$ cat src/rtl/timebase_pkg.sv
// rtl/timebase_pkg.sv - shared timebase types and constants for the gate scheduler
package timebase_pkg;

    typedef enum logic [1:0] {
        IDLE  = 2'd0,
        ALIGN = 2'd1,
        GATE  = 2'd2
    } state_t;

    localparam int CLK_HZ       = 9600000;
    localparam int TICKS_PER_MS = CLK_HZ / 1000;

    localparam int GATE_W_DEF = 16;
    localparam int ID_W_DEF   = 16;

endpackage

$ cat src/rtl/gate_scheduler_if.sv
// rtl/gate_scheduler_if.sv - report handshake from the gate scheduler to the output serializer
interface gate_scheduler_if #(
    parameter int ID_W = timebase_pkg::ID_W_DEF
);
    logic            report_req;
    logic            report_ack;
    logic [ID_W-1:0] report_id;

    modport master (
        output report_req,
        output report_id,
        input  report_ack
    );

    modport slave (
        input  report_req,
        input  report_id,
        output report_ack
    );
endinterface

$ cat src/rtl/report_slot.sv
// rtl/report_slot.sv - single-entry req/ack holding register with overwrite detection
module report_slot #(
    parameter int ID_W = timebase_pkg::ID_W_DEF
) (
    input  logic            CLK,
    input  logic            RST_N,
    input  logic            load,
    input  logic [ID_W-1:0] load_id,
    input  logic            clr_overrun,
    output logic            report_req,
    input  logic            report_ack,
    output logic [ID_W-1:0] report_id,
    output logic            overrun
);

    always_ff @(posedge CLK or negedge RST_N) begin
        if (!RST_N) begin
            report_req <= 1'b0;
            report_id  <= '0;
            overrun    <= 1'b0;
        end else begin
            // A new load always wins; an ack in the same cycle retires the old entry.
            if (load) begin
                report_req <= 1'b1;
                report_id  <= load_id;
            end else if (report_req && report_ack) begin
                report_req <= 1'b0;
            end

            if (load && report_req && !report_ack) begin
                overrun <= 1'b1;
            end else if (clr_overrun) begin
                overrun <= 1'b0;
            end
        end
    end

endmodule

$ cat src/rtl/gate_scheduler.sv
// rtl/gate_scheduler.sv - back-to-back ms-gated counting windows with clear/latch strobes and report handoff
module gate_scheduler
    import timebase_pkg::*;
#(
    parameter int GATE_W = GATE_W_DEF,
    parameter int ID_W   = ID_W_DEF
) (
    input  logic              CLK,
    input  logic              RST_N,
    input  logic              ms_tick,
    input  logic              enable,
    input  logic [GATE_W-1:0] gate_ms,
    output logic              gate_open,
    output logic              clear,
    output logic              latch,
    output logic [ID_W-1:0]   window_id,
    output logic              overrun,
    gate_scheduler_if.master  rpt
);

    state_t            state, state_n;
    logic              gate_open_n, clear_n, latch_n;
    logic [ID_W-1:0]   window_id_n;
    logic [ID_W-1:0]   closed_id, closed_id_n;
    logic [GATE_W-1:0] ms_cnt, ms_cnt_n;
    logic [GATE_W-1:0] gate_len, gate_len_n;
    logic [GATE_W-1:0] gate_ms_eff;
    logic              enable_d;
    logic              enable_rise;

    assign gate_ms_eff = (gate_ms == '0) ? GATE_W'(1) : gate_ms;
    assign enable_rise = enable && !enable_d;

    always_ff @(posedge CLK or negedge RST_N) begin
        if (!RST_N) begin
            state     <= IDLE;
            gate_open <= 1'b0;
            clear     <= 1'b0;
            latch     <= 1'b0;
            window_id <= '0;
            closed_id <= '0;
            ms_cnt    <= '0;
            gate_len  <= GATE_W'(1);
            enable_d  <= 1'b0;
        end else begin
            state     <= state_n;
            gate_open <= gate_open_n;
            clear     <= clear_n;
            latch     <= latch_n;
            window_id <= window_id_n;
            closed_id <= closed_id_n;
            ms_cnt    <= ms_cnt_n;
            gate_len  <= gate_len_n;
            enable_d  <= enable;
        end
    end

    always_comb begin
        state_n     = state;
        gate_open_n = gate_open;
        clear_n     = 1'b0;
        latch_n     = 1'b0;
        window_id_n = window_id;
        closed_id_n = closed_id;
        ms_cnt_n    = ms_cnt;
        gate_len_n  = gate_len;

        case (state)
            IDLE: begin
                gate_open_n = 1'b0;
                if (enable) begin
                    state_n = ALIGN;
                end
            end
            ALIGN: begin
                if (!enable) begin
                    state_n     = IDLE;
                    gate_open_n = 1'b0;
                end else if (ms_tick) begin
                    state_n     = GATE;
                    clear_n     = 1'b1;
                    gate_open_n = 1'b1;
                    gate_len_n  = gate_ms_eff;
                    ms_cnt_n    = '0;
                end
            end
            GATE: begin
                // Stop beats a coinciding tick: the partial window is dropped silently.
                if (!enable) begin
                    state_n     = IDLE;
                    gate_open_n = 1'b0;
                    ms_cnt_n    = '0;
                end else if (ms_tick) begin
                    if (ms_cnt == gate_len - GATE_W'(1)) begin
                        latch_n     = 1'b1;
                        clear_n     = 1'b1;
                        closed_id_n = window_id;
                        window_id_n = window_id + ID_W'(1);
                        ms_cnt_n    = '0;
                        gate_len_n  = gate_ms_eff;
                    end else begin
                        ms_cnt_n = ms_cnt + GATE_W'(1);
                    end
                end
            end
            default: begin
                state_n     = IDLE;
                gate_open_n = 1'b0;
            end
        endcase
    end

    // The slot loads from the registered latch so report_req trails the latch strobe by one cycle.
    report_slot #(
        .ID_W (ID_W)
    ) u_report_slot (
        .CLK         (CLK),
        .RST_N       (RST_N),
        .load        (latch),
        .load_id     (closed_id),
        .clr_overrun (enable_rise),
        .report_req  (rpt.report_req),
        .report_ack  (rpt.report_ack),
        .report_id   (rpt.report_id),
        .overrun     (overrun)
    );

endmodule

$ cat src/flat_wrapper.sv
// flat-port wrapper written by rule: the top's interface ports become plain ports
module gate_scheduler_flat import timebase_pkg::*;
#(
    parameter int GATE_W = GATE_W_DEF,
    parameter int ID_W   = ID_W_DEF
)
  (CLK, RST_N, ms_tick, enable, gate_ms, gate_open, clear, latch, window_id, overrun, rpt_report_req, rpt_report_id, rpt_report_ack);
  gate_scheduler_if #(.ID_W(ID_W)) rpt_i ();
  input  logic CLK;
  input  logic RST_N;
  input  logic ms_tick;
  input  logic enable;
  input  logic [GATE_W-1:0] gate_ms;
  output logic gate_open;
  output logic clear;
  output logic latch;
  output logic [ID_W-1:0] window_id;
  output logic overrun;
  output wire logic [$bits(rpt_i.report_req)-1:0] rpt_report_req;
  output wire logic [$bits(rpt_i.report_id)-1:0] rpt_report_id;
  input wire logic [$bits(rpt_i.report_ack)-1:0] rpt_report_ack;
  assign rpt_report_req = rpt_i.report_req;
  assign rpt_report_id = rpt_i.report_id;
  assign rpt_i.report_ack = rpt_report_ack;
  gate_scheduler #(.GATE_W(GATE_W), .ID_W(ID_W)) u_core (.CLK(CLK), .RST_N(RST_N), .ms_tick(ms_tick), .enable(enable), .gate_ms(gate_ms), .gate_open(gate_open), .clear(clear), .latch(latch), .window_id(window_id), .overrun(overrun), .rpt(rpt_i));
endmodule
$ cat config.mk
export PLATFORM = sky130hd
export DESIGN_NAME = gate_scheduler_flat
export DESIGN_NICKNAME = d
export VERILOG_FILES = /design/src/rtl/timebase_pkg.sv /design/src/rtl/gate_scheduler_if.sv /design/src/rtl/report_slot.sv /design/src/rtl/gate_scheduler.sv /design/src/flat_wrapper.sv
export SDC_FILE = /design/constraint.sdc
export NUM_CORES = 1
export LEC_CHECK = 0
export ABC_CLOCK_PERIOD_IN_PS = 2900
export CORE_MARGIN = 1
export CORE_UTILIZATION = 51
export DETAILED_ROUTE_END_ITERATION = 16
export GPL_TIMING_DRIVEN = 0
export PLACE_DENSITY = 0.89
export SLEW_MARGIN = 20
export SYNTH_ARGS = -nofsm -noshare
export SYNTH_HDL_FRONTEND = slang
export SYNTH_SLANG_ARGS = --single-unit
$ cat constraint.sdc
create_clock -name CLK -period 2.9 [get_ports CLK]
set_input_delay 0.725 -clock CLK [delete_from_list [all_inputs] [get_ports CLK]]
set_output_delay 0.725 -clock CLK [all_outputs]
set_load 0.05 [all_outputs]
# Yosys cells after proc, flatten, opt, wreduce, memory -nomap -nowiden
# Cells that the tools add are included.
# totals
inputBits,21
reg_bits,88
# classes
n_reduce_logical,16
n_eq_ne,12
muxes,33
add_sub_neg,3
# ops
operator,n
$mux W16,11
$pmux W16 S2,2
$add A16 B1 Y16 const B,2
$eq A16 B16 Y1,1
$logic_not A16 Y1,1
$sub A16 B1 Y16 const B,1
$mux W1,13
$ne A2 B2 Y1 const B,6
$mux W2,4
$reduce_and A4 Y1,2
$ne A3 B3 Y1 const B,2
$pmux W2 S3,1
$reduce_and A6 Y1,1
$reduce_bool A2 Y1,3
$logic_and A1 B1 Y1,4
$pmux W1 S2,2
$reduce_and A3 Y1,1
$eq A2 B1 Y1 const B,1
$eq A2 B2 Y1 const B,1
$logic_not A1 Y1,2
$logic_not A2 Y1,1
$ne A2 B1 Y1 const B,1
$reduce_and A2 Y1,1

# Longest topological paths before layout
# depth
ltp_word,6
mapped_depth,12

# By module
# From an unflattened synthesis, not the netlist that was laid out.
# unflattened
cells_unflattened,394
hier_area_um2,4456.8
# by_module_without_submodules
mod,area_per_inst_um2,instances,cells_each
gate_scheduler,3738.6,1,354
report_slot,718.2,1,40

# Worst setup path after synthesis
# Ideal clock, no wire load.
# synth_timing
kind,register to register
from,register u_core.gate_len[0]
to,register u_core.closed_id[0]
arrival_ps,2866
stages_incl_launch_ff,13
path_slack_ps,-91
required_time_ps,2775
period_less_slack_ps,2991
path_cell_list,dfstp_2 -> inv_1 -> ha_1 -> nand2b_1 -> o211a_1 -> o31ai_1 -> o221ai_1 -> a2111o_1 -> buf_2 -> or3_1 -> buf_6 -> buf_6 -> mux2_4
# synth_between
elab_chain_len,3
# synth_rtl
item,line,source
"start, declared",gate_scheduler.sv:26,"logic [GATE_W-1:0] gate_len, gate_len_n;"
"start signal, assigned",gate_scheduler.sv:53,gate_len <= gate_len_n;
$sub A16 B1 Y16,gate_scheduler.sv:94,if (ms_cnt == gate_len - GATE_W'(1)) begin
$eq A16 B16 Y1,gate_scheduler.sv:94,
$reduce_and A4 Y1 (no source line),n/a,
"end signal, assigned",gate_scheduler.sv:51,closed_id <= closed_id_n;
"end, declared",gate_scheduler.sv:24,"logic [ID_W-1:0] closed_id, closed_id_n;"
# Every way passes these cells.
# A chain may end at the register's enable or synchronous reset.

# Worst setup path after layout
# layout_timing
from,register u_core.gate_len[10]
to,register u_core.window_id[1]
# layout_between
elab_chain_len,3
# layout_rtl
item,line,source
$sub A16 B1 Y16,gate_scheduler.sv:94,
$eq A16 B16 Y1,gate_scheduler.sv:94,
$reduce_and A4 Y1 (no source line),n/a,
"end signal, assigned",gate_scheduler.sv:50,window_id <= window_id_n;
"end, declared",gate_scheduler.sv:16,"output logic [ID_W-1:0] window_id,"
# Every way passes these cells.

==> metrics.log <==
INFO  metric run_status = finished, violations left
INFO  metric failing_checks = negative setup slack
INFO  metric part_of_the_total_power_dissipated_in_the_clock_network = 0.223
INFO  metric overflow = 0
INFO  metric cts_tree = built
INFO  metric relative_area_change_from_synthesis_to_final_layout = 30.2%
INFO  metric ctsHtreeMaxLevel = 3
INFO  metric timing.hold.worst.class = input port to asynchronous set/reset pin
INFO  metric die_area = 10,000 µm²
INFO  metric number_of_global_route_vias_before_repair = 4,175
INFO  metric maxClockFrequency = 334 MHz
INFO  metric clock-sinks = 88
INFO  metric crit_arrival = 3.24 ns
INFO  metric portBuffers = 57
INFO  metric worst_skew_pair.late_latency = 0.37 ns
INFO  metric antenna-diode-count = 0
INFO  metric worst_setup_path_start_kind = flip-flop
INFO  metric seq_power_share = 0.362
INFO  metric grt_antenna_before_repair = 0
INFO  metric clk_root_buffer_cell = clkbuf_8
INFO  metric powerDensity = 675 nW/µm²
INFO  metric drt_first_iter_violations = 445
INFO  metric postSynthCellCount = 479
INFO  metric reg_to_reg_slack_setup = -0.09 ns
INFO  metric path_class = flip-flop to flip-flop
INFO  metric io_pins = 58
INFO  metric postLayoutSetupSlackWorst = -0.0909 ns
INFO  metric synth-seq-cells = 88
INFO  metric post_cts_hold_buffer_count = 0
INFO  metric routed_wirelength = 14,200 µm
INFO  metric hold_violations = 0
INFO  metric crit_path_end = u_core.window_id[1]$_DFFE_PN0P_
INFO  metric worst_r2r_endpoint = u_core.window_id[1]$_DFFE_PN0P_
INFO  metric postSynthAreaPerCell = 10.2 µm²
INFO  metric critical_path_maximum_fanout = 8
INFO  metric synth-seq-area-share = 0.449
INFO  metric wl_per_cell = 20.1 µm
INFO  metric total_switching_power = 1.68 mW
INFO  metric clockBufferDepth = 2
INFO  metric crit_path_start = u_core.gate_len[10]$_DFFE_PN0P_
INFO  metric yosys_warning_total = 0
INFO  metric cts_inserted_buffers = 9
INFO  metric post_layout_net_count = 599
INFO  metric worst-r2r-cell-count = 9
INFO  metric floorplan.initialDensity = 0.529
INFO  metric switching_share = 0.390
INFO  metric rr_startpoint = u_core.gate_len[10]$_DFFE_PN0P_
INFO  metric rsz0062_at_grt = true
INFO  metric postSynth.asyncResetShare = 1.00
INFO  metric row_count = 35
INFO  metric timing.final.crit_period = 2.99 ns
INFO  metric route.detailed.drc = 0
INFO  metric worst_ir_drop_on_vdd = 0.441 mV
INFO  metric coreArea = 9280 µm²
INFO  metric detailedRoute.firstPassIterationCount = 7
INFO  metric cellLeakagePower = 2.74 nW
INFO  metric floorplan.die.height = 100 µm
INFO  metric final-instance-count-excl-fill = 705
INFO  metric syn_nets = 506
INFO  metric drtAntennaViolNets = 0
INFO  metric worst-slew-pin-transition = 0.939 ns
INFO  metric detailroute.via_count = 4,545
INFO  metric number_of_vias_per_cell = 6.45
INFO  metric numPlacedInstances = 666
INFO  metric p_int = 2.63 mW
INFO  metric min_period_over_period = 1.03
INFO  metric clock-skew-final = 0.00778 ns
INFO  metric dieWidth = 100 µm
INFO  metric clock_transition_at_the_registers_of_the_reported_paths = 0.09 ns
INFO  metric p_total = 4.31 mW
INFO  metric filler_cells_inserted = 641
INFO  metric setup_viol = 25
INFO  metric global_route.usage.total = 0.264
INFO  metric synth_ff_type = dfrtp_1
INFO  metric syn_area = 4910 µm²
INFO  metric worst_relative_slew_slack = 0.370
INFO  metric power.share.combinational = 0.415
INFO  metric dp_hpwl = 8720 µm
INFO  metric post_route_cells_drive_above_1_share = 0.257
INFO  metric synth.distinct_cells = 64
INFO  metric grt_start_max_net_pins = 53
INFO  metric gpl.final_weighted_congestion = 0.878
INFO  metric timing_max_transition_violations_final = 0
INFO  metric max_cap_violations = 0
INFO  metric worst_setup_path_end_kind = flip-flop
INFO  metric global_route_wire_length_before_repair = 20,500 µm
INFO  metric synth_enable_flop_cells = 0
INFO  metric required = 3.15 ns
-- worst min-delay path by stage --
stage,startpoint,end,slack [ns],cells after the start
5_1_grt,RST_N,u_core.closed_id[6]$_DFFE_PN0P_,0.34,1
3_3_place_gp,u_core.u_report_slot.overrun$_DFFE_PN0P_,u_core.u_report_slot.overrun$_DFFE_PN0P_,0.48,1
2_1_floorplan,RST_N,u_core.clear$_DFF_PN0_,0.43,0
6_report,RST_N,u_core.closed_id[6]$_DFFE_PN0P_,0.31,1
3_5_place_dp,u_core.window_id[15]$_DFFE_PN0P_,u_core.window_id[15]$_DFFE_PN0P_,0.48,1
4_1_cts,RST_N,u_core.closed_id[6]$_DFFE_PN0P_,0.33,1
-- flip-flops by register name (all words and copies together), names as in the netlist --
name	cells
u_core.closed_id	16
u_core.window_id	16
u_core.u_report_slot.report_req	1
u_core.u_report_slot.report_id	16
u_core.gate_len	16
u_core.u_report_slot.overrun	1
u_core.gate_open	1
u_core.state	2
u_core.ms_cnt	16
u_core.clear	1
u_core.enable_d	1
u_core.latch	1
-- kinds of logic after synthesis --
kind of cell	after synthesis	share of synthesized area
compound gates	104	0.167
xor+xnor	31	0.0553
fa+ha+maj	6	0.0153
buf+inv	42	0.0395
flops	88	0.449
mux	34	0.0869
simple gates	174	0.187
-- routing by layer --
layer / GRT usage / vias up / share of wire
li1: - / 1971 / -
met1: 0.339 / 2210 / 0.39
met2: 0.441 / 300 / 0.48
met3: 0.0508 / 64 / 0.082
met4: 0.107 / 0 / 0.041
met5: 0 / - / 0
-- cells in the mapped netlist, types with 4 or more instances --
| cell type | number | area share |
|---|---|---|
| a221oi_1 | 9 | 0.016 |
| mux2_2 | 21 | 0.048 |
| inv_1 | 11 | 0.0084 |
| mux2_4 | 12 | 0.037 |
| dfrtp_1 | 87 | 0.44 |
| nand2b_1 | 6 | 0.0076 |
| o21ai_0 | 9 | 0.0092 |
| and3_1 | 13 | 0.017 |
| nand4_1 | 8 | 0.010 |
| xor2_1 | 21 | 0.037 |
| nand3_1 | 17 | 0.017 |
| or3_1 | 8 | 0.010 |
| a32o_1 | 4 | 0.0082 |
| buf_1 | 6 | 0.0046 |
| nor2_1 | 16 | 0.012 |
| nor4_1 | 12 | 0.015 |
| nor3_1 | 14 | 0.014 |
| a31o_2 | 13 | 0.023 |
| a21boi_0 | 10 | 0.015 |
| o31ai_1 | 25 | 0.038 |
| or2_2 | 5 | 0.0064 |
| buf_6 | 4 | 0.0092 |
| xnor2_1 | 10 | 0.018 |
| ha_1 | 6 | 0.015 |
| nand2_1 | 58 | 0.044 |
| clkbuf_1 | 18 | 0.014 |
-- worst max-delay path, stage by stage (launching register included) --
cell      delay, ns
dfrtp_2        0.43
or4_4          0.55
or3_1          0.38
a211oi_2       0.18
a31o_1         0.14
buf_6          0.13
nand2_8        0.07
or3_4          0.50
buf_4          0.21
mux2_2         0.28
-- power by group through the flow --
stage / sequential, mW / combinational [mW] / clock, mW
2_1_floorplan: 1.54 / 0.886 / 0
6_report: 1.56 / 1.79 / 0.960
5_1_grt: 1.57 / 1.89 / 1.01
3_5_place_dp: 1.57 / 1.23 / 0
3_3_place_gp: 1.55 / 1.17 / 0
4_1_cts: 1.54 / 1.37 / 0.953
-- placed cells by master (no fill, tap or decap), drive strengths merged, types with 3 or more instances in the layout --
cell / count
dfrtp: 87
nand2: 59
clkdlybuf4s50: 56
buf: 40
mux2: 33
clkbuf: 26
o31ai: 25
xor2: 21
nand3: 18
nor2: 16
a31o: 16
nor3: 15
and3: 13
nor4: 13
inv: 12
o21ai: 11
a21boi: 11
xnor2: 10
a221oi: 9
nand4: 8
or3: 8
ha: 6
nand2b: 6
or2: 5
a32o: 4
nand3b: 3
o211ai: 3
o2111ai: 3
a31oi: 3
-- repair_timing --
item / in CTS / in global routing
gates cloned: 1 / 1
buffers inserted: 10 / 17
endpoints found under the setup margin: 59 / 65
gates resized for setup: 19 / 32
pin swaps: 5 / 16
-- metrics by stage --
| step | hold slack, ns | TNS, ns | worst slack (ns) | util | cell area (µm²) |
|---|---|---|---|---|---|
| 3_5_place_dp | 0.478 | -14.08 | -0.431 | 0.615 | 5710 |
| 2_1_floorplan | 0.429 | -0.0783 | -0.00783 | - | 4950 |
| 6_report | 0.309 | -1.47 | -0.0909 | 0.688 | 6390 |
| 4_1_cts | 0.326 | -1.69 | -0.113 | 0.658 | 6110 |
| 5_1_grt | 0.336 | -3.90 | -0.151 | 0.688 | 6390 |
| 3_3_place_gp | 0.477 | -179.22 | -1.96 | 0.612 | 5680 |
-- cell type report --
class,instances,area (µm²),share of cell area
Sequential cell,88,2210,0.346
Buffer,26,156,0.0245
Clock inverter,6,93.8,0.0147
Multi-Input combinational cell,349,2760,0.431
Tap cell,129,161,0.0253
Inverter,11,41.3,0.00646
Clock buffer,9,124,0.0194
Timing Repair Buffer,87,851,0.133
No activity file was read; power rests on OpenSTA's default activity.
